$ cat config.mk
export PLATFORM = sky130hd
export DESIGN_NAME = tap_judge_flat
export DESIGN_NICKNAME = d
export VERILOG_FILES = /design/src/rtl/tap_judge_if.sv /design/src/rtl/tap_judge.sv /design/src/flat_wrapper.sv
export SDC_FILE = /design/constraint.sdc
export NUM_CORES = 1
export LEC_CHECK = 0
export CORE_UTILIZATION = 50
export CTS_CLUSTER_DIAMETER = 40
export DETAILED_ROUTE_END_ITERATION = 10
export PLACE_DENSITY_LB_ADDON = 0.1
export SLEW_MARGIN = 20
export SYNTH_ARGS = -nofsm -noshare
export SYNTH_HDL_FRONTEND = slang
export SYNTH_SLANG_ARGS = --single-unit
$ cat constraint.sdc
create_clock -name clk -period 2.3 [get_ports clk]
set_clock_uncertainty 0.15 [all_clocks]
set_input_delay 0.345 -clock clk [delete_from_list [all_inputs] [get_ports clk]]
set_output_delay 0.345 -clock clk [all_outputs]
set_load 0.01 [all_outputs]
$ cat src/rtl/tap_judge_if.sv
// Lane-side bundle for tap_judge: button, game control, note feed and judge results.
interface tap_judge_if;
  localparam int unsigned SCORE_W = 5;

  logic               key_n;
  logic               running;
  logic               clear;
  logic               note_tick;
  logic               note_at_target;
  logic [SCORE_W-1:0] score;
  logic               key_down;
  logic               hit_pulse;
  logic               wrong_pulse;
  logic               miss_pulse;

  modport master (
    output key_n, running, clear, note_tick, note_at_target,
    input  score, key_down, hit_pulse, wrong_pulse, miss_pulse
  );

  modport slave (
    input  key_n, running, clear, note_tick, note_at_target,
    output score, key_down, hit_pulse, wrong_pulse, miss_pulse
  );
endinterface

$ cat src/rtl/tap_judge.sv
// Per-lane tap judge: synchronizes and debounces the key, then scores each press
// against the armed note, penalizing wrong taps and notes that pass untapped.
module tap_judge #(
  parameter int unsigned DEBOUNCE_CYCLES = 500000,
  parameter int unsigned CNT_W           = 20
) (
  input logic        clk,
  input logic        reset,
  tap_judge_if.slave bus
);
  localparam int unsigned        SCORE_W   = 5;
  localparam logic [SCORE_W-1:0] SCORE_MAX = '1;
  localparam logic [CNT_W-1:0]   CNT_LAST  = CNT_W'(DEBOUNCE_CYCLES - 1);

  logic               sync_1;
  logic               sync_2;
  logic               pressed_s;
  logic [CNT_W-1:0]   cnt;
  logic               key_down;
  logic               key_down_q;
  logic               press;
  logic               armed;
  logic               armed_nxt;
  logic [SCORE_W-1:0] score;
  logic [SCORE_W-1:0] score_nxt;
  logic               hit;
  logic               hit_nxt;
  logic               wrong;
  logic               wrong_nxt;
  logic               miss;
  logic               miss_nxt;

  // Synchronizer idles in the released (high) state.
  always_ff @(posedge clk or posedge reset) begin
    if (reset) begin
      sync_1 <= 1'b1;
      sync_2 <= 1'b1;
    end else begin
      sync_1 <= bus.key_n;
      sync_2 <= sync_1;
    end
  end

  assign pressed_s = ~sync_2;

  // A level is accepted only after it disagrees with key_down for DEBOUNCE_CYCLES edges.
  always_ff @(posedge clk or posedge reset) begin
    if (reset) begin
      cnt        <= '0;
      key_down   <= 1'b0;
      key_down_q <= 1'b0;
    end else begin
      key_down_q <= key_down;
      if (pressed_s == key_down) begin
        cnt <= '0;
      end else if (cnt == CNT_LAST) begin
        key_down <= pressed_s;
        cnt      <= '0;
      end else begin
        cnt <= cnt + CNT_W'(1);
      end
    end
  end

  assign press = key_down & ~key_down_q;

  // Press is judged against the outgoing window before a tick re-arms the new note.
  always_comb begin
    score_nxt = score;
    armed_nxt = armed;
    hit_nxt   = 1'b0;
    wrong_nxt = 1'b0;
    miss_nxt  = 1'b0;
    if (bus.clear) begin
      score_nxt = '0;
      armed_nxt = 1'b0;
    end else if (!bus.running) begin
      armed_nxt = 1'b0;
    end else begin
      if (press) begin
        if (armed) begin
          hit_nxt   = 1'b1;
          armed_nxt = 1'b0;
          if (score != SCORE_MAX) score_nxt = score + SCORE_W'(1);
        end else begin
          wrong_nxt = 1'b1;
          score_nxt = (score > SCORE_W'(2)) ? score - SCORE_W'(2) : '0;
        end
      end
      if (bus.note_tick) begin
        if (armed_nxt) begin
          miss_nxt  = 1'b1;
          score_nxt = (score != '0) ? score - SCORE_W'(1) : '0;
        end
        armed_nxt = bus.note_at_target;
      end
    end
  end

  always_ff @(posedge clk or posedge reset) begin
    if (reset) begin
      score <= '0;
      armed <= 1'b0;
      hit   <= 1'b0;
      wrong <= 1'b0;
      miss  <= 1'b0;
    end else begin
      score <= score_nxt;
      armed <= armed_nxt;
      hit   <= hit_nxt;
      wrong <= wrong_nxt;
      miss  <= miss_nxt;
    end
  end

  assign bus.score       = score;
  assign bus.key_down    = key_down;
  assign bus.hit_pulse   = hit;
  assign bus.wrong_pulse = wrong;
  assign bus.miss_pulse  = miss;
endmodule

$ cat src/flat_wrapper.sv
// flat-port wrapper written by rule: the top's interface ports become plain ports
module tap_judge_flat 
#(
  parameter int unsigned DEBOUNCE_CYCLES = 500000,
  parameter int unsigned CNT_W           = 20
)
  (clk, reset, bus_key_n, bus_running, bus_clear, bus_note_tick, bus_note_at_target, bus_score, bus_key_down, bus_hit_pulse, bus_wrong_pulse, bus_miss_pulse);
  tap_judge_if bus_i ();
  input logic clk;
  input logic reset;
  input wire logic [$bits(bus_i.key_n)-1:0] bus_key_n;
  input wire logic [$bits(bus_i.running)-1:0] bus_running;
  input wire logic [$bits(bus_i.clear)-1:0] bus_clear;
  input wire logic [$bits(bus_i.note_tick)-1:0] bus_note_tick;
  input wire logic [$bits(bus_i.note_at_target)-1:0] bus_note_at_target;
  output wire logic [$bits(bus_i.score)-1:0] bus_score;
  output wire logic [$bits(bus_i.key_down)-1:0] bus_key_down;
  output wire logic [$bits(bus_i.hit_pulse)-1:0] bus_hit_pulse;
  output wire logic [$bits(bus_i.wrong_pulse)-1:0] bus_wrong_pulse;
  output wire logic [$bits(bus_i.miss_pulse)-1:0] bus_miss_pulse;
  assign bus_i.key_n = bus_key_n;
  assign bus_i.running = bus_running;
  assign bus_i.clear = bus_clear;
  assign bus_i.note_tick = bus_note_tick;
  assign bus_i.note_at_target = bus_note_at_target;
  assign bus_score = bus_i.score;
  assign bus_key_down = bus_i.key_down;
  assign bus_hit_pulse = bus_i.hit_pulse;
  assign bus_wrong_pulse = bus_i.wrong_pulse;
  assign bus_miss_pulse = bus_i.miss_pulse;
  tap_judge #(.DEBOUNCE_CYCLES(DEBOUNCE_CYCLES), .CNT_W(CNT_W)) u_core (.clk(clk), .reset(reset), .bus(bus_i));
endmodule
# Word level (Yosys, flattened, before mapping)
# Cells that the tools add are included.
# totals
output_inout_bits,9
word_cells,54
regBits,33
in_bits,7
# classes
order_cmp,1
add_sub_neg,4
n_eq_ne,3
reduce_logical,3
n_bitwise,4
mux,29
# ops
cell,n
5-bit 2-to-1 mux,9
20-bit 2-to-1 mux,2
"20-bit by 1-bit adder with 20-bit output, second input constant",1
"20-bit by 19-bit == test with 1-bit output, second input constant",1
1-bit 2-to-1 mux,18
"5-bit by 1-bit adder with 5-bit output, second input constant",1
"5-bit by 2-bit > comparator with 1-bit output, second input constant",1
"5-bit inequality test, second input constant",1
5-bit nonzero test,1
"5-bit by 1-bit subtractor with 5-bit output, second input constant",1
"5-bit by 2-bit subtractor with 5-bit output, second input constant",1
1-bit inverter,3
2-bit AND reduction,1
2-bit nonzero test,1
1-bit AND,1
1-bit == test,1

# Longest topological paths before layout
# logic_depth
ltp_word,9
depth_mapped,7
depth_no_buf,6

# Worst setup path before layout
# OpenSTA, ideal clock, no wires.
# synth_timing
kind,register to register
from,reg u_core.cnt[8]
to,reg u_core.cnt[17]
setup_slack_ps,281
stages_incl_launch_ff,6
period_less_slack_ps,2019
n_path_buf,1
t_required_ps,2072
t_arrival_ps,1791
cell_sequence,dfrtp_1 nand4_2 or4_1 buf_2 or4_1 a21oi_1
# synth_via
elab_chain_cells,3
elab_cells_between_ends,4
# synth_lines
element,line_no,rtl
from (decl),tap_judge.sv:18,logic [CNT_W-1:0] cnt;
from (signal assigned),tap_judge.sv:60,cnt <= cnt + CNT_W'(1);
20-bit by 1-bit adder with 20-bit output / 20-bit by 19-bit == test with 1-bit output (equally long branches),"tap_judge.sv:60, tap_judge.sv:56",
20-bit 2-to-1 mux *,tap_judge.sv:56,end else if (cnt == CNT_LAST) begin
20-bit 2-to-1 mux *,tap_judge.sv:54,if (pressed_s == key_down) begin
# Every way passes the cells marked *; elsewhere a longest branch is shown, timed or not.
# A chain may end at the register's enable or synchronous reset.

# Worst setup path in the final report
# layout_timing
from,"reg u_core.score[1], in the netlist u_core.bus.score[1]"
to,"reg u_core.score[1], in the netlist u_core.bus.score[1]"
# layout_via
elab_chain_cells,8
elab_cells_between_ends,15
# layout_lines
element,line_no,rtl
from (decl),tap_judge.sv:24,logic [SCORE_W-1:0] score;
from (signal assigned),tap_judge.sv:108,score <= score_nxt;
5-bit by 2-bit subtractor with 5-bit output (tied with other cells),tap_judge.sv:87,score_nxt = (score > SCORE_W'(2)) ? score - SCORE_W'(2) : '0;
"5-bit 2-to-1 mux, on equally long branches","tap_judge.sv:87, tap_judge.sv:84",
5-bit 2-to-1 mux,tap_judge.sv:81,if (armed) begin
5-bit 2-to-1 mux,tap_judge.sv:80,if (press) begin
5-bit 2-to-1 mux,tap_judge.sv:91,if (armed_nxt) begin
5-bit 2-to-1 mux *,tap_judge.sv:90,if (bus.note_tick) begin
5-bit 2-to-1 mux *,tap_judge.sv:77,end else if (!bus.running) begin
5-bit 2-to-1 mux *,tap_judge.sv:74,if (bus.clear) begin
# Every way passes the cells marked *; elsewhere a longest branch is shown, timed or not. The select of a mux whose other input is x is not followed.

==> results.json <==
{
  "initial_utilization": 0.523,
  "synth_fp_nets": 223,
  "dieArea_um2": 4080,
  "fin_nets": 244,
  "ctsHtreeMaxLevel": 2,
  "diodes": 0,
  "vias_per_cell": 6.04,
  "grt_pass1_vias": 1639,
  "die_x_um": 63.9,
  "cts-root-buf": "clkbuf_8",
  "grt_max_degree": 34,
  "worstPathRequired_ps": 2310,
  "gp_congestion": 0.875,
  "yosys.area.top_type": "dfrtp_1",
  "slew_headroom": 0.626,
  "startpoint_type": "register",
  "rows": 22,
  "cp_data_arrival_time_ps": 2200,
  "final_common_cell": "dfrtp_1",
  "ctsHoldBuffers": 0,
  "syn_area_per_cell_um2": 9.21,
  "grt_usage": 0.244,
  "area_growth_pct": 19.5,
  "antenna_left": 0,
  "avgRoutedWirePerCell_um": 15.8,
  "setup_violations": 0,
  "hold_violations": 0,
  "syn-instance-count": 208,
  "mappedNetlistArea_um2": 1920,
  "p_leak_uw": 0.000923,
  "port_buffers": 15,
  "hpwl_um": 3110,
  "final_cell_mix": "dfrtp_1 (31), nor2_1 (26), clkdlybuf4s50_1 (15), nand2_1 (13), inv_1 (12)",
  "utilization": 0.625,
  "clock_path_buffers": 2,
  "postCtsSetupRepairBufs": 0,
  "irDropWorstVdd_mv": 0.569,
  "clock_latency_ps": 290,
  "rsz0062_at_grt": "false",
  "place_area_um2": 2150,
  "fin_hold_ws_ps": 216,
  "cp_max_fo": 9,
  "fmax_mhz": 457,
  "ios": 16,
  "fin_crit_sh": 0.952,
  "ys_types": 47,
  "async_reset_ff_frac": 1.00,
  "grt_first_pass_wirelength_um": 7670,
  "worst_slew_pin_slew_ps": 553,
  "post_route_cells_drive_above_1_share": 0.0913,
  "die_h_um": 63.9,
  "ys_ff_latch": 33,
  "overflow": 0,
  "seq_area_um2": 828,
  "multi_input_area_um2": 1010,
  "drcViolationCount": 0,
  "antenna_found_initial": 0,
  "wl_um": 4400,
  "total_power_uw": 1330,
  "synth_top_cell_area_share": 0.405,
  "synth_ff_type": "dfrtp_1",
  "clkTransAtPathRegs_ps": 70,
  "powerDensity_nw_per_um2": 582,
  "path_class": "register to register",
  "drv_slew": 0,
  "cts_tree": "yes",
  "fp.coreArea_um2": 3660,
  "fin_setup_tns_ps": 0,
  "firstDrtPassIters": 4,
  "fillers": 315,
  "vias": 1680,
  "synthTopCellsByArea": "dfrtp_1 (40%), ha_1 (5.2%), nor2_1 (5.1%), xnor2_1 (3.2%), o31ai_1 (3.1%)",
  "ys_seq_area_frac": 0.432,
  "status": "finished, final reports clean",
  "synth_warnings": 0,
  "cts_resized": 0,
  "min_period_ps": 2190,
  "cp-end-kind": "register",
  "cap_viol_max_count": 0,
  "synth-edff-count": 0,
  "clock_sinks": 33,
  "design_area_um2": 2290,
  "numCtsBuffers": 5,
  "drt_iter0_drc": 176,
  "min_path_type": "register to register"
}
-- logic make-up after synthesis --
kind of cell	after synthesis	synth area share
and+or+nand+nor	91	0.253
AOI/OAI and AO/OA	41	0.153
DFF	33	0.432
buffers and inverters	20	0.0398
xor gates and xnor gates	13	0.0594
adders and majority gates	8	0.0523
muxes	2	0.0105
-- state kept, by name, indices dropped and copies added, names as in the netlist --
| register | flops |
|---|---|
| u_core.cnt | 20 |
| u_core.sync_2 | 1 |
| u_core.sync_1 | 1 |
| u_core.bus.miss_pulse | 1 |
| u_core.bus.hit_pulse | 1 |
| u_core.armed | 1 |
| u_core.key_down_q | 1 |
| u_core.bus.wrong_pulse | 1 |
| u_core.bus.score | 5 |
| u_core.bus.key_down | 1 |
-- metrics by stage --
step | cells | worst slack, ps
finish | 278 | 110
global route | 278 | 3.67
CTS | 278 | 134
detailed placement | 270 | 137
global placement | 270 | 196
floorplan | 208 | 281
-- worst max-delay path: stages (launching register included) --
cell and delay (ps):
dfrtp_1 520, inv_1 180, ha_1 330, or3b_2 450
mux2i_1 170, a221o_1 170, o22ai_1 90
-- cell type report --
type,instances,share of cell area
Timing Repair Buffer,22,0.0886
Sequential cell,33,0.362
Multi-Input combinational cell,155,0.443
Clock inverter,3,0.0301
Inverter,12,0.0197
Tap cell,48,0.0262
Clock buffer,5,0.0301
-- per-layer routing --
| metal | track usage | part of all wire | vias to the layer above |
|---|---|---|---|
| met3 | 0.0732 | 0.059 | 4 |
| met4 | 0.0653 | 0.0089 | 0 |
| met5 | 0 | 0 | - |
| li1 | - | - | 801 |
| met1 | 0.331 | 0.46 | 811 |
| met2 | 0.378 | 0.47 | 64 |
-- report_power, final --
| group | switching [µW] | total, µW | internal (µW) |
|---|---|---|---|
| clock | 236 | 673 | 436 |
| combinational | 37.2 | 63.0 | 25.8 |
| sequential | 7.11 | 595 | 588 |
-- path summary, 6_finish.rpt --
path / start / to / slack [ps] / cells past startpoint
worst max-delay path: u_core.bus.score[1] / u_core.bus.score[1] / 110 / 6
worst min-delay path: u_core.sync_1 / u_core.sync_2 / 220 / 0
worst min register to register: u_core.sync_1 / u_core.sync_2 / 220 / 0
worst max register to register: u_core.bus.score[1] / u_core.bus.score[1] / 110 / 6
min in group asynchronous: reset / u_core.cnt[15] / 290 / 3
max in group asynchronous: reset / u_core.sync_1 / 1380 / 3
-- Yosys cell counts, drive strengths merged (3+ instances only) --
cell type and n:
a2bb2oi 3, nor4 5, nand3 8, ha 8
dfrtp 31, clkbuf 6, nand3b 3, nand4 6
xor2 6, xnor2 7, nor2b 4, a21oi 8
nor3 7, o2111ai 3, o21ai 3, inv 12
nor2 26, nand2 13, o31ai 8, or4 6
o22ai 5
Note: power is estimated with default switching activity, not from simulation.
